<file path="config.mk">
export PLATFORM = sky130hd
export DESIGN_NAME = bus_dest_regs
export DESIGN_NICKNAME = d
export VERILOG_FILES = /design/src/rtl/bus_pkg.sv /design/src/rtl/onehot_encode18.sv /design/src/rtl/bus_dest_regs.sv
export SDC_FILE = /design/constraint.sdc
export NUM_CORES = 1
export LEC_CHECK = 0
export ABC_CLOCK_PERIOD_IN_PS = 19160
export BUFFER_PORTS_ARGS = -buffer_cell sky130_fd_sc_hd__buf_2
export CAP_MARGIN = 20
export CORE_MARGIN = 2
export CORE_UTILIZATION = 44
export CTS_BUF_LIST = sky130_fd_sc_hd__clkbuf_4
export DETAILED_ROUTE_END_ITERATION = 12
export PLACE_DENSITY = 0.74
export SLEW_MARGIN = 10
export SYNTH_ARGS = -nofsm -noshare
export SYNTH_HDL_FRONTEND = slang
export SYNTH_SLANG_ARGS = --single-unit
export TNS_END_PERCENT = 10
</file>
<file path="constraint.sdc">
create_clock -name clock -period 19.16 [get_ports clock]
set_clock_uncertainty 0.2 [all_clocks]
set_input_delay 1.916 -clock clock [delete_from_list [all_inputs] [get_ports clock]]
set_output_delay 1.916 -clock clock [all_outputs]
set_load 0.005 [all_outputs]
</file>
<file path="src/rtl/bus_pkg.sv">
// bus_pkg: definitions shared by every block on the 32-bit datapath bus.
//   DATA_W      bus and register width
//   bus_sel_t   5-bit bus source/destination select code
//   SEL_*       select code assignments used by the source mux and the
//               destination register bank
package bus_pkg;

  localparam int DATA_W = 32;

  typedef logic [4:0] bus_sel_t;

  localparam bus_sel_t SEL_R0     = 5'd0;
  localparam bus_sel_t SEL_R1     = 5'd1;
  localparam bus_sel_t SEL_R2     = 5'd2;
  localparam bus_sel_t SEL_R3     = 5'd3;
  localparam bus_sel_t SEL_R4     = 5'd4;
  localparam bus_sel_t SEL_R5     = 5'd5;
  localparam bus_sel_t SEL_R6     = 5'd6;
  localparam bus_sel_t SEL_R7     = 5'd7;
  localparam bus_sel_t SEL_R8     = 5'd8;
  localparam bus_sel_t SEL_R9     = 5'd9;
  localparam bus_sel_t SEL_R10    = 5'd10;
  localparam bus_sel_t SEL_R11    = 5'd11;
  localparam bus_sel_t SEL_R12    = 5'd12;
  localparam bus_sel_t SEL_R13    = 5'd13;
  localparam bus_sel_t SEL_R14    = 5'd14;
  localparam bus_sel_t SEL_R15    = 5'd15;
  localparam bus_sel_t SEL_HI     = 5'd16;
  localparam bus_sel_t SEL_LO     = 5'd17;
  localparam bus_sel_t SEL_ZHI    = 5'd18;
  localparam bus_sel_t SEL_ZLO    = 5'd19;
  localparam bus_sel_t SEL_PC     = 5'd20;
  localparam bus_sel_t SEL_MDR    = 5'd21;
  localparam bus_sel_t SEL_INPORT = 5'd22;
  localparam bus_sel_t SEL_C      = 5'd23;
  localparam bus_sel_t SEL_NONE   = 5'd31;

endpackage

</file>
<file path="src/rtl/onehot_encode18.sv">
// onehot_encode18: classifies the 18-bit load vector {lo, hi, gp[15:0]}.
//   load_vec  in   load enables; bit position equals the bus select code
//   is_zero   out  no enable set
//   is_one    out  exactly one enable set
//   is_multi  out  two or more enables set
//   index     out  select code of the set bit (valid only when is_one)
module onehot_encode18
  import bus_pkg::*;
(
  input  logic [17:0] load_vec,
  output logic        is_zero,
  output logic        is_one,
  output logic        is_multi,
  output bus_sel_t    index
);

  logic [4:0] count;

  always_comb begin
    count = '0;
    index = SEL_NONE;
    for (int i = 0; i < 18; i++) begin
      if (load_vec[i]) begin
        count = count + 5'd1;
        index = bus_sel_t'(i);
      end
    end
    is_zero  = (count == 5'd0);
    is_one   = (count == 5'd1);
    is_multi = (count >= 5'd2);
  end

endmodule

</file>
<file path="src/rtl/bus_dest_regs.sv">
// bus_dest_regs: destination side of the datapath bus. Captures bus_in into
// R0..R15, HI or LO under one-hot load enables and drives the stored values
// back to the source mux.
//   clock, clear          rising-edge clock, async active-high reset
//   bus_in                value to capture
//   gp_in, hi_in, lo_in   one-hot load enables
//   ba_out                forces the R0 output slice to zero (storage unaffected)
//   gp_q, hi_q, lo_q      register contents (Rk at gp_q[k*DATA_W +: DATA_W])
//   wr_ack                pulse the cycle after a legal single write
//   last_dest             select code of the last legal write (SEL_NONE after reset)
//   multi_err             sticky: several enables seen in one cycle
// Optional: BUS_DEST_WRCOUNT_EN adds wr_count, a saturating 16-bit count of
// legal writes.
module bus_dest_regs #(
  parameter int DATA_W = bus_pkg::DATA_W,
  parameter int NUM_GP = 16
) (
  input  logic                     clock,
  input  logic                     clear,
  input  logic [DATA_W-1:0]        bus_in,
  input  logic [NUM_GP-1:0]        gp_in,
  input  logic                     hi_in,
  input  logic                     lo_in,
  input  logic                     ba_out,
  output logic [NUM_GP*DATA_W-1:0] gp_q,
  output logic [DATA_W-1:0]        hi_q,
  output logic [DATA_W-1:0]        lo_q,
  output logic                     wr_ack,
  output logic [4:0]               last_dest,
  output logic                     multi_err
`ifdef BUS_DEST_WRCOUNT_EN
  , output logic [15:0]            wr_count
`endif
);

  import bus_pkg::*;

  // The select encoding only has room for sixteen general registers.
  if (NUM_GP != 16) begin : g_num_gp_check
    $error("bus_dest_regs: NUM_GP must be 16");
  end

  logic [17:0] load_vec;
  logic        is_zero, is_one, is_multi;
  bus_sel_t    load_idx;

  assign load_vec = {lo_in, hi_in, gp_in};

  onehot_encode18 u_enc (
    .load_vec (load_vec),
    .is_zero  (is_zero),
    .is_one   (is_one),
    .is_multi (is_multi),
    .index    (load_idx)
  );

  logic [DATA_W-1:0] gp_regs_q [NUM_GP];
  logic [DATA_W-1:0] gp_regs_d [NUM_GP];
  logic [DATA_W-1:0] hi_d, lo_d;
  logic              wr_ack_q, wr_ack_d;
  bus_sel_t          last_dest_q, last_dest_d;
  logic              multi_err_q, multi_err_d;

  always_comb begin
    gp_regs_d   = gp_regs_q;
    hi_d        = hi_q;
    lo_d        = lo_q;
    wr_ack_d    = is_one;
    last_dest_d = last_dest_q;
    multi_err_d = multi_err_q | is_multi;
    // Only a single enable commits; conflicting enables leave everything alone.
    if (is_one) begin
      last_dest_d = load_idx;
      for (int k = 0; k < NUM_GP; k++) begin
        if (gp_in[k]) gp_regs_d[k] = bus_in;
      end
      if (hi_in) hi_d = bus_in;
      if (lo_in) lo_d = bus_in;
    end
  end

  always_ff @(posedge clock or posedge clear) begin
    if (clear) begin
      for (int k = 0; k < NUM_GP; k++) gp_regs_q[k] <= '0;
      hi_q        <= '0;
      lo_q        <= '0;
      wr_ack_q    <= 1'b0;
      last_dest_q <= SEL_NONE;
      multi_err_q <= 1'b0;
    end else begin
      gp_regs_q   <= gp_regs_d;
      hi_q        <= hi_d;
      lo_q        <= lo_d;
      wr_ack_q    <= wr_ack_d;
      last_dest_q <= last_dest_d;
      multi_err_q <= multi_err_d;
    end
  end

  // R0 doubles as a base register; ba_out masks it on the way out only.
  for (genvar k = 0; k < NUM_GP; k++) begin : g_gp_out
    if (k == 0) begin : g_r0
      assign gp_q[k*DATA_W +: DATA_W] = gp_regs_q[k] & {DATA_W{~ba_out}};
    end else begin : g_rk
      assign gp_q[k*DATA_W +: DATA_W] = gp_regs_q[k];
    end
  end

  assign wr_ack    = wr_ack_q;
  assign last_dest = last_dest_q;
  assign multi_err = multi_err_q;

`ifdef BUS_DEST_WRCOUNT_EN
  logic [15:0] wr_count_q, wr_count_d;

  always_comb begin
    wr_count_d = wr_count_q;
    if (is_one && (wr_count_q != 16'hFFFF)) wr_count_d = wr_count_q + 16'd1;
  end

  always_ff @(posedge clock or posedge clear) begin
    if (clear) wr_count_q <= '0;
    else       wr_count_q <= wr_count_d;
  end

  assign wr_count = wr_count_q;
`endif

  logic unused_zero;
  assign unused_zero = is_zero;

endmodule

</file>
# [After elaboration in Yosys (flattened, before gate mapping)]
# Cells that the tools add are included.
[op_classes] n_addsub=17 n_lt_le_gt_ge=1 n_eq_ne=1 muxes=36 bitwise=3 n_reduce_logical=18
[ops] cell="$mux 5" n=35
[ops] cell="$add 5x1->5 const B" n=16
[ops] cell="$reduce_and 2->1" n=18
[ops] cell="$and 32x32->32" n=1
[ops] cell="$eq 5x1->1 const B" n=1
[ops] cell="$ge 5x2->1 const B" n=1
[ops] cell="$add 1x1->2 const B" n=1
[ops] cell="$mux 1" n=1
[ops] cell="$not 1->1" n=1
[ops] cell="$or 1x1->1" n=1
[totals] reg_bits=583 in_bits=53 word_cells=97

# [Depth between registers and ports, before layout]
[depth] word_depth=37 depth_mapped=61

# [By module]
# From an unflattened synthesis, not the netlist that was laid out.
[unflattened] cells_unflattened=2123 hier_area_um2=27911.8
[by_module_without_submodules] mod="bus_dest_regs" instances=1 cells_per_inst=1787 area_per_inst_um2=25435.6 seq_area_each_um2=14595.2
[by_module_without_submodules] mod="onehot_encode18" instances=1 cells_per_inst=336 area_per_inst_um2=2476.1 seq_area_each_um2=0.0

# [Least setup slack after synthesis]
# OpenSTA, ideal clock, no wires.
[synth_timing] path_kind="in2reg" from="input port gp_in[0]" to="register gp_regs_q (netlist bit gp_q[384])" arrival_time_ns=11.745 t_required_ns=18.835 slack_ns=7.091 cell_stages=59 n_path_buf=3 path_cell_list="inv_1 ha_1 xor2_2 ha_1 nand2_1 o31ai_1 ha_1 mux2_2 ha_1 nand2_1 o31ai_2 nor2_1 inv_1 ha_1 nand2b_1 o31a_1 ha_1 nor2b_1 [... 23 more ...] nand2_1 o41ai_1 ha_1 mux2i_1 inv_1 ha_1 nand2_1 o21ai_0 ha_1 nor2b_1 nor2b_1 a21o_1 clkbuf_2 buf_2 nand4_1 mux2i_1 buf_4 mux2_2"
[synth_via] elab_chain_cells=37
[synth_rtl] element="from (decl)" line="bus_dest_regs.sv:21" source="input logic [NUM_GP-1:0] gp_in,"
[synth_rtl] element="$mux 1 *" line="onehot_encode18.sv:23" source="if (load_vec[i]) begin"
[synth_rtl] element="$add 1x1->2" line="onehot_encode18.sv:24" source="count = count + 5'd1;"
[synth_rtl] element="$mux 5 *" line="onehot_encode18.sv:23"
[synth_rtl] element="$add 5x1->5" line="onehot_encode18.sv:24"
[synth_rtl] element="$mux 5 *" line="onehot_encode18.sv:23"
[synth_rtl] element="$add 5x1->5" line="onehot_encode18.sv:24"
[synth_rtl] element="$mux 5 *" line="onehot_encode18.sv:23"
[synth_rtl] element="$add 5x1->5" line="onehot_encode18.sv:24"
[synth_rtl] element="[... 21 more ...]"
[synth_rtl] element="$add 5x1->5" line="onehot_encode18.sv:24"
[synth_rtl] element="$mux 5 *" line="onehot_encode18.sv:23"
[synth_rtl] element="$add 5x1->5" line="onehot_encode18.sv:24"
[synth_rtl] element="$mux 5 *" line="onehot_encode18.sv:23"
[synth_rtl] element="$add 5x1->5" line="onehot_encode18.sv:24"
[synth_rtl] element="$mux 5 *" line="onehot_encode18.sv:23"
[synth_rtl] element="$eq 5x1->1 *" line="onehot_encode18.sv:29" source="is_one = (count == 5'd1);"
[synth_rtl] element="$reduce_and 2->1 (no source line) *"
[synth_rtl] element="to (signal assigned)" line="bus_dest_regs.sv:91" source="gp_regs_q <= gp_regs_d;"
[synth_rtl] element="to (decl)" line="bus_dest_regs.sv:57" source="logic [DATA_W-1:0] gp_regs_q [NUM_GP];"
# Mark *: on every way between the ends. The rest lies on a longest branch, timed or not.
# A chain may end at the register's enable or synchronous reset.

# [Worst setup path after layout]
[layout_timing] from="input port gp_in[0]" to="register gp_regs_q (netlist bit gp_q[117])"
# The elaborated chain is that of the path after synthesis.

==> reports/metrics.cfg <==
[clocking]
tritoncts=yes
holdBufCountCts=0
cts-resized-gates=0
clock_sinks=583
cts.reportedPaths.clkPinSlew_ns=0.07
cts_made_buffers=152
cts-root-buf=clkbuf_4
clk_path_buf_depth=3
clock_latency_ns=0.96
ctsHtreeMaxLevel=4
post-cts-setup-buffers=0

[final_layout]
final_area_um2=30640
fill_cells=5650
seqCellArea_um2=14600
nets=2427
multi_input_area_um2=9514
drive_above_1_share=0.5542
syn2layout_area_growth_pct=8.105

[pwr]
p_leak_uw=0.01490
ir_worst_vdd_v=0.0001418
p_per_area_nw_per_um2=211.9

[critical_path]
critPathMaxStageDelay_ns=0.79
r2r-end=multi_err
reg2reg_depth=3
crit_required_ns=19.81
cpMaxStageDelayCell=a21o_1
cpMostUsedCell=ha_1
crit_path_end_kind=flop
cp_data_arrival_time_ns=14.26
critPathMaxFanout=36
r2r_setup_slack_ns=18.12
worstSetupPathType=in2reg
cp-start-kind=input pin
r2r_start=multi_err

[synth]
synth_warnings=0
syn_inst=2136
synth-seq-area-share=0.5150
ys.flop_type=dfrtp_1
syn_nets=2207
async_flop_share=1.000
syn-cell-area_um2=28340
syn-mean-instance-area_um2=13.27
ys_types=69
synth-edff-count=0
synth-seq-cells=583

[floorplanning]
dieArea_um2=66460
std_cell_rows=93
dieWidth_um=257.8
io_pins=636
start_util=0.4421
die_y_um=257.8
core_um2=64120

[drt]
route.met2.wl_um=36700
wl_met1_um=30340
via_count=17000
dr_wl_met3_um=4742
wl_per_cell_um=22.51
first_pass_iters=5
antenna_left=0
wl_um=74940
drc=0
vias_per_cell=5.108
drt_iter0_markers=1083
top_layer=met4

[place]
post_dp_cell_area_um2=28650
place_hpwl_um=51580
gp_congestion=0.9030
numPortBuffers=635

[timing]
fin_crit_sh=0.7103
hold_viol_final=0
tns_ns=0
period_minus_slack_ns=13.61
slew_violations=0
worst_pin_slew_ns=1.011
max_slew_margin=0.3263
clock.fmax_mhz=73.48
rsz0062_at_grt=no
setup_viol=0

[global_route]
grt-ovfl-total=0
grt_pass1_wl_um=111000
grt_max_degree=134
grt_pass1_vias=17990
grt_util_all_layers=0.2214
antenna_found_initial=7

[min_path]
hold_path_depth=1
min_to=gp_q[82]
hp-class=reg2reg
hp-start=gp_q[82]

[status]
status=complete, no violations

[flow_run]
drv_cap=0

==> worst max-delay path, delay by kind of cell <==
| kind | cells | cell delay (ns) |
|---|---|---|
| AOI/OAI and AO/OA | 8 | 1.69 |
| xor gates and xnor gates | 1 | 0.31 |
| adders and majority gates | 16 | 4.82 |
| buffers and inverters | 6 | 0.85 |
| muxes | 5 | 1.70 |
| and+or+nand+nor | 22 | 2.97 |
==> report_power, final <==
part	leakage (µW)	switching [µW]	internal, µW	total, µW
registers	0.00717	293	1860	2160
clock network	0.00115	519	559	1080
logic	0.00657	1650	1600	3260
==> layout by cell type, fill, tap and decap left out, types with 9 or more instances in the layout <==
cell / Yosys / final
a21oi_1: 10 / 10
buf_2: 11 / 635
buf_4: 535 / 27
clkbuf_4: 0 / 220
clkinv_1: 0 / 21
dfrtp_1: 578 / 578
diode_2: 0 / 9
ha_1: 18 / 18
inv_1: 15 / 14
mux2_1: 164 / 164
mux2_2: 419 / 419
mux2i_4: 8 / 18
nand2_1: 42 / 42
nand3_1: 10 / 10
nand4_1: 39 / 39
nor2_1: 30 / 30
nor2b_1: 36 / 36
o21ai_0: 11 / 11
xnor2_1: 21 / 20
xnor3_1: 10 / 10
xor2_1: 13 / 13
==> layer usage <==
| metal | up-vias | track usage |
|---|---|---|
| met4 | 0 | 0.1162 |
| met5 | - | 0 |
| met3 | 174 | 0.06046 |
| met1 | 8800 | 0.2670 |
| li1 | 7366 | - |
| met2 | 664 | 0.3633 |
==> cell usage after synthesis (all sizes together) (4+ instances only) <==
| master | instances | share of area |
|---|---|---|
| nor2b | 36 | 0.0079 |
| nor3 | 6 | 0.0011 |
| xor2 | 14 | 0.0046 |
| inv | 15 | 0.0020 |
| and2 | 9 | 0.0020 |
| o21bai | 4 | 0.0011 |
| dfrtp | 578 | 0.51 |
| clkbuf | 48 | 0.0064 |
| nand2 | 42 | 0.0056 |
| ha | 18 | 0.0079 |
| buf | 550 | 0.15 |
| o31ai | 6 | 0.0018 |
| mux2 | 583 | 0.23 |
| mux2i | 26 | 0.013 |
| o21ai | 11 | 0.0019 |
| xnor2 | 25 | 0.0092 |
| nor3b | 5 | 0.0013 |
| a21oi | 12 | 0.0024 |
| and3 | 4 | 0.00088 |
| xnor3 | 12 | 0.0096 |
| o22ai | 4 | 0.00088 |
| nand2b | 5 | 0.0011 |
| dfstp | 5 | 0.0046 |
| nand4 | 39 | 0.0086 |
| nor2 | 30 | 0.0040 |
| nand3 | 10 | 0.0018 |
==> registers in the layout (all words and copies together), names as in the netlist <==
name and flops:
hi_q 32, lo_q 32, wr_ack 1, last_dest 5
multi_err 1, gp_q 480, gp_regs_q 32
==> kinds of logic (layout without fill, tap and decap cells) <==
| kind of cell | count (synthesis) | in the layout | share of synthesized area |
|---|---|---|---|
| AO/OA/AOI/OAI | 61 | 61 | 0.01594 |
| XOR/XNOR | 53 | 53 | 0.02508 |
| adder cells (fa/ha/maj) | 18 | 18 | 0.007946 |
| buffers and inverters | 613 | 942 | 0.1536 |
| flip-flops | 583 | 583 | 0.5150 |
| multiplexers | 609 | 609 | 0.2447 |
| other | 0 | 9 | 0 |
| AND/OR/NAND/NOR | 199 | 199 | 0.03770 |
==> stage by stage <==
stage	std cells	hold slack [ns]	util	total power, µW	worst slack (ns)
3_5_place_dp	3056	0.2691	0.4469	5440	4.770
5_1_grt	3329	0.2950	0.4779	6876	4.760
4_1_cts	3319	0.2824	0.4771	6547	5.815
3_3_place_gp	3055	0.2614	0.4464	5283	5.192
2_1_floorplan	2136	0.2594	-	4909	0.7394
6_report	3329	0.2771	0.4779	6491	5.550
==> final cells by class <==
| type | count | area share |
|---|---|---|
| Clock inverter | 43 | 0.009352 |
| Sequential cell | 583 | 0.4764 |
| Clock buffer | 220 | 0.05390 |
| Antenna cell | 9 | 0.0007351 |
| Inverter | 15 | 0.002083 |
| Tap cell | 855 | 0.03492 |
| Multi-Input combinational cell | 940 | 0.3105 |
| Timing Repair Buffer | 664 | 0.1121 |
==> worst max path at each step <==
stage | startpoint | end | slack, ns
finish | gp_in[0] | gp_q[117] | 5.55
detailed placement | gp_in[0] | gp_q[117] | 4.77
floorplan | clear | gp_q[100] | 0.74
global placement | gp_in[0] | hi_q[27] | 5.19
global route | gp_in[0] | gp_q[120] | 4.76
CTS | gp_in[0] | gp_q[117] | 5.81
(Power assumes the default switching activity.)
